`src/rtl/sc_schedule_ctrl.sv`:
```
// Successive-cancellation polar decoder scheduler: walks the SC tree for N = 2^N_LOG2,
// issuing one f/g layer op at a time and a bit-decision strobe after each leaf.
module sc_schedule_ctrl #(
    parameter int unsigned N_LOG2          = 10,
    parameter int unsigned LAYER_OUT_WIDTH = 4,
    parameter int unsigned INDEX_WIDTH     = 10,
    parameter int unsigned OPCNT_WIDTH     = 11
) (
    input  logic                       clk,
    input  logic                       rst,
    input  logic                       start,
    input  logic                       abort,
    output logic                       busy,
    output logic                       done,
    output logic                       op_valid,
    output logic                       op_type,
    output logic [LAYER_OUT_WIDTH-1:0] op_layer,
    input  logic                       op_done,
    output logic                       bit_valid,
    output logic [INDEX_WIDTH-1:0]     bit_idx,
    input  logic                       frozen_i,
    output logic                       bit_frozen,
    output logic [OPCNT_WIDTH-1:0]     op_cnt
);

    localparam logic [2:0] ST_IDLE   = 3'd0;
    localparam logic [2:0] ST_ISSUE  = 3'd1;
    localparam logic [2:0] ST_WAIT   = 3'd2;
    localparam logic [2:0] ST_DECIDE = 3'd3;
    localparam logic [2:0] ST_DONE   = 3'd4;

    localparam logic [INDEX_WIDTH-1:0]     LAST_IDX   = INDEX_WIDTH'((1 << N_LOG2) - 1);
    localparam logic [LAYER_OUT_WIDTH-1:0] ROOT_LAYER = LAYER_OUT_WIDTH'(N_LOG2 - 1);

    logic [2:0]                 state_q, state_d;
    logic [INDEX_WIDTH-1:0]     bit_idx_q, bit_idx_d;
    logic [LAYER_OUT_WIDTH-1:0] op_layer_q, op_layer_d;
    logic                       op_type_q, op_type_d;
    logic [OPCNT_WIDTH-1:0]     op_cnt_q, op_cnt_d;
    logic                       bit_frozen_q, bit_frozen_d;
    logic [INDEX_WIDTH-1:0]     next_idx;

    // Trailing-zero count; the argument is always 1..N-1 so the result stays below N_LOG2.
    function automatic logic [LAYER_OUT_WIDTH-1:0] ctz(input logic [INDEX_WIDTH-1:0] v);
        logic [LAYER_OUT_WIDTH-1:0] n;
        logic                       found;
        n     = '0;
        found = 1'b0;
        for (int i = 0; i < int'(INDEX_WIDTH); i++) begin
            if (!found) begin
                if (v[i]) begin
                    found = 1'b1;
                end else begin
                    n = n + LAYER_OUT_WIDTH'(1);
                end
            end
        end
        return n;
    endfunction

    // Next-state logic for the tree walk; abort overrides every transition.
    always_comb begin
        state_d      = state_q;
        bit_idx_d    = bit_idx_q;
        op_layer_d   = op_layer_q;
        op_type_d    = op_type_q;
        op_cnt_d     = op_cnt_q;
        bit_frozen_d = 1'b0;
        next_idx     = bit_idx_q + INDEX_WIDTH'(1);
        if (abort) begin
            state_d = ST_IDLE;
        end else begin
            case (state_q)
                ST_IDLE: begin
                    if (start) begin
                        bit_idx_d  = '0;
                        op_layer_d = ROOT_LAYER;
                        op_type_d  = 1'b0;
                        op_cnt_d   = '0;
                        state_d    = ST_ISSUE;
                    end
                end
                ST_ISSUE: begin
                    op_cnt_d = op_cnt_q + OPCNT_WIDTH'(1);
                    state_d  = ST_WAIT;
                end
                ST_WAIT: begin
                    if (op_done) begin
                        if (op_layer_q == '0) begin
                            // bit_idx is already stable here, so frozen_i can be captured
                            // now and presented together with bit_valid in DECIDE.
                            bit_frozen_d = frozen_i;
                            state_d      = ST_DECIDE;
                        end else begin
                            op_layer_d = op_layer_q - LAYER_OUT_WIDTH'(1);
                            op_type_d  = 1'b0;
                            state_d    = ST_ISSUE;
                        end
                    end
                end
                ST_DECIDE: begin
                    if (bit_idx_q == LAST_IDX) begin
                        state_d = ST_DONE;
                    end else begin
                        bit_idx_d  = next_idx;
                        op_layer_d = ctz(next_idx);
                        op_type_d  = 1'b1;
                        state_d    = ST_ISSUE;
                    end
                end
                ST_DONE: begin
                    state_d = ST_IDLE;
                end
                default: begin
                    state_d = ST_IDLE;
                end
            endcase
        end
    end

    // State and datapath registers with asynchronous active-high reset.
    always_ff @(posedge clk or posedge rst) begin
        if (rst) begin
            state_q      <= ST_IDLE;
            bit_idx_q    <= '0;
            op_layer_q   <= '0;
            op_type_q    <= 1'b0;
            op_cnt_q     <= '0;
            bit_frozen_q <= 1'b0;
        end else begin
            state_q      <= state_d;
            bit_idx_q    <= bit_idx_d;
            op_layer_q   <= op_layer_d;
            op_type_q    <= op_type_d;
            op_cnt_q     <= op_cnt_d;
            bit_frozen_q <= bit_frozen_d;
        end
    end

    // Outputs decoded purely from registered state.
    always_comb begin
        busy       = (state_q != ST_IDLE);
        done       = (state_q == ST_DONE);
        op_valid   = (state_q == ST_ISSUE);
        bit_valid  = (state_q == ST_DECIDE);
        op_type    = op_type_q;
        op_layer   = op_layer_q;
        bit_idx    = bit_idx_q;
        op_cnt     = op_cnt_q;
        bit_frozen = bit_frozen_q;
    end

endmodule
```
`config.mk`:
```
export PLATFORM = sky130hd
export DESIGN_NAME = sc_schedule_ctrl
export DESIGN_NICKNAME = d
export VERILOG_FILES = /design/src/rtl/sc_schedule_ctrl.sv
export SDC_FILE = /design/constraint.sdc
export NUM_CORES = 1
export LEC_CHECK = 0
export CAP_MARGIN = 10
export CORE_UTILIZATION = 50
export DETAILED_ROUTE_END_ITERATION = 10
export GPL_ROUTABILITY_DRIVEN = 0
export HOLD_SLACK_MARGIN = 0.15
export PLACE_DENSITY = 0.77
export SYNTH_ARGS = -nofsm -noshare
export SYNTH_HDL_FRONTEND = slang
export SYNTH_SLANG_ARGS = --single-unit
```
`constraint.sdc`:
```
create_clock -name clk -period 5.5 [get_ports clk]
set_input_delay 0.55 -clock clk [delete_from_list [all_inputs] [get_ports clk]]
set_output_delay 0.55 -clock clk [all_outputs]
set_load 0.005 [all_outputs]
```
==> impl_metrics.yaml <==
clock_network:
  cts.sinks: 30
  clock_latency_ns: 0.28
  root_buffer: "clkbuf_8"
  cts_made_buffers: 5
  cts_tree: "done"
  hold_buffers: 0
  htree_num_levels: 2
  path_clk_slew_ns: 0.06
  cts.path.max_buffers: 2
setup_path:
  path_class: "reg -> reg"
  crit_path_max_incr_delay_ns: 0.40
  cpMostUsedCell: "ha_1"
  cp.buffers_inverters: 1
  cpMaxStageDelayCell: "dfrtp_2"
  critPathTopFamily: "compound AO/OA/AOI/OAI gates"
  worst-path-max-fanout: 4
  start_kind: "register"
  arrival_ns: 5.43
  required_ns: 5.67
  endpoint_kind: "register"
global_route:
  track_usage_pct: 25.0
  grt_pass1_vias: 2388
  overflow: 0
  grt_pass1_wl_mm: 11.0
  grt_start_max_net_pins: 31
  antenna_found_initial: 0
flow_run:
  drv_cap: 0
synth:
  synthFlopType: "dfrtp_1"
  ys_seq_elements: 30
  syn_inst: 330
  ys_types: 67
  synth_top_area_share_pct: 27.6
  yosys.cell_count.top_type: "nor2_1"
  syn_nets: 347
  ys_async_sr_fraction_pct: 100
  synth_area_mm2: 0.00272
  yosys_warnings: 0
  synth_area_leaders: "dfrtp_1 28%, xnor2_1 7.1%, nor2_1 6.2%, o21ai_0 5.3%, ha_1 5.1%"
  synth_top_area_cell: "dfrtp_1"
  synth-edff-count: 0
  synthTopCellsByCount: "45 x nor2_1, 35 x nand2_1, 30 x dfrtp_1"
  ys_seq_area_share_pct: 27.6
  syn_area_per_cell_um2: 8.23
floorplan:
  pin_count: 37
  dieArea_mm2: 0.00573
  fp-row-count: 26
  die_y_um: 75.7
  fp.coreArea_mm2: 0.00517
  die_w_um: 75.7
  initial_core_util_pct: 52.5
sta:
  holdWs_ns: 0.509
  fin_crit_sh_pct: 95.6
  final_hold_viol_count: 0
  clock_skew_ns: 0.00259
  tightestPinTransition_ns: 0.691
  setup_viol_count_final: 0
  period_needed_ns: 5.26
  slew_headroom_pct: 53.5
  final-max-slew-violation-count: 0
  max_freq_mhz: 190
cells_and_area:
  fin_area_mm2: 0.00339
  fin_cells: 450
  num_antenna_cells: 0
  nNetsFinal: 396
  fin_util_pct: 65.6
  drive_above_1_share_pct: 15.8
  syn_to_final_growth_pct: 24.8
run_status:
  status: "finished, final reports clean"
power_and_ir_drop:
  ir_drop_mv: 0.184
  power_uw: 569
  p_leak_nw: 1.40
  power_density_mw_per_mm2: 168
detailed_routing:
  detail-route-antenna-nets: 0
  drt_iter0_drc: 237
  vias: 2658
  routed_via_density: 5.91
  drt_first_pass_iters: 5
  drc: 0
  wl_per_cell_um: 15.0
  routed_wl_mm: 6.75
placement:
  portBuffers: 36
  placed_area_mm2: 0.00320
  placed_cells: 438
  dp_hpwl_mm: 4.97
hold_path:
  hold_path_class: "reg -> reg"
-- power by group --
group	internal (mW)	switching [mW]	leakage (nW)
Sequential	0.233	0.0178	0.402
Clock	0.126	0.0825	0.0575
Combinational	0.0554	0.0536	0.943
Total	0.415	0.154	1.40
-- routing by layer --
metal | GRT usage, % | vias up | share of wire, %
met1 | 34.5 | 1299 | 48
li1 | - | 1281 | -
met5 | 0 | - | 0
met3 | 4.23 | 9 | 3.2
met2 | 41.1 | 69 | 48
met4 | 5.76 | 0 | 0.71
-- final timing paths --
| check | startpoint | end | slack [ns] | cells past startpoint |
|---|---|---|---|---|
| min in group asynchronous | rst | op_cnt[9] | 0.64 | 3 |
| min reg2reg | op_type | op_type | 0.51 | 1 |
| max in group asynchronous | rst | bit_idx[1] | 4.56 | 3 |
| min | op_type | op_type | 0.51 | 1 |
| max reg2reg | bit_idx[0] | op_layer[2] | 0.24 | 28 |
| max | bit_idx[0] | op_layer[2] | 0.24 | 28 |
-- layout by cell type (no fill, tap or decap), drive strengths merged, types with 4 or more instances in the layout --
master         Yosys  final
and2               7      7
clkbuf             7      8
o21a               4      4
clkdlybuf4s50      0     36
a21o               4      4
xor2              10     10
nand2             35     35
dfrtp             30     30
xnor2             22     22
o21ai             31     31
buf                6     19
ha                11     11
a21oi              6      6
nor2              45     45
nand4              7      7
inv               10     10
nor3               8      8
or2                4      4
o211ai             4      4
a211o              4      4
or3                4      4
nand3             13     13
nand2b             4      4
and3               8      8
-- cell type report --
class,count,area [um2]
Inverter,11,41.3
Tap cell,70,87.6
Sequential cell,30,753
Fill cell,438,1780
Timing Repair Buffer,55,503
Clock buffer,8,110
Multi-Input combinational cell,276,1900
-- registers in the layout, indices dropped and copies added, names as in the netlist --
signal,count
bit_frozen,1
op_layer,4
bit_idx,10
state_q,3
op_cnt,11
op_type,1
-- what timing repair did --
item	in CTS	in global routing
gates cloned	0	0
resized for setup	3	7
pin swaps	0	4
endpoints found under the setup margin	1	1
buffers inserted	0	4
-- cell families (layout without fill, tap and decap cells) --
family / Yosys count / count (layout) / synth area share [%]
XOR/XNOR: 33 / 33 / 11.4
flip-flops: 30 / 30 / 27.6
multiplexers: 5 / 5 / 2.12
AND/OR/NAND/NOR: 148 / 148 / 28.4
AO/OA/AOI/OAI: 79 / 79 / 20.6
adder cells (fa/ha/maj): 11 / 11 / 5.07
buffers and inverters: 24 / 74 / 4.74
-- through the flow --
step                TNS (ns)  worst slack, ns
floorplan                  0           0.0233
global route        -0.00123         -0.00123
CTS                        0           0.0361
finish                     0            0.240
global placement           0            0.173
detailed placement   -0.0279          -0.0279
-- worst register-to-register path, delay by kind of cell, from the launching register on --
kind	cells	cell delay (ns)
AO/OA/AOI/OAI	11	1.91
adder cells (fa/ha/maj)	6	1.49
XOR/XNOR	4	0.58
AND/OR/NAND/NOR	5	0.43
flip-flops	1	0.40
multiplexers	1	0.28
buffers and inverters	1	0.07
No activity file was read; power rests on OpenSTA's default activity.
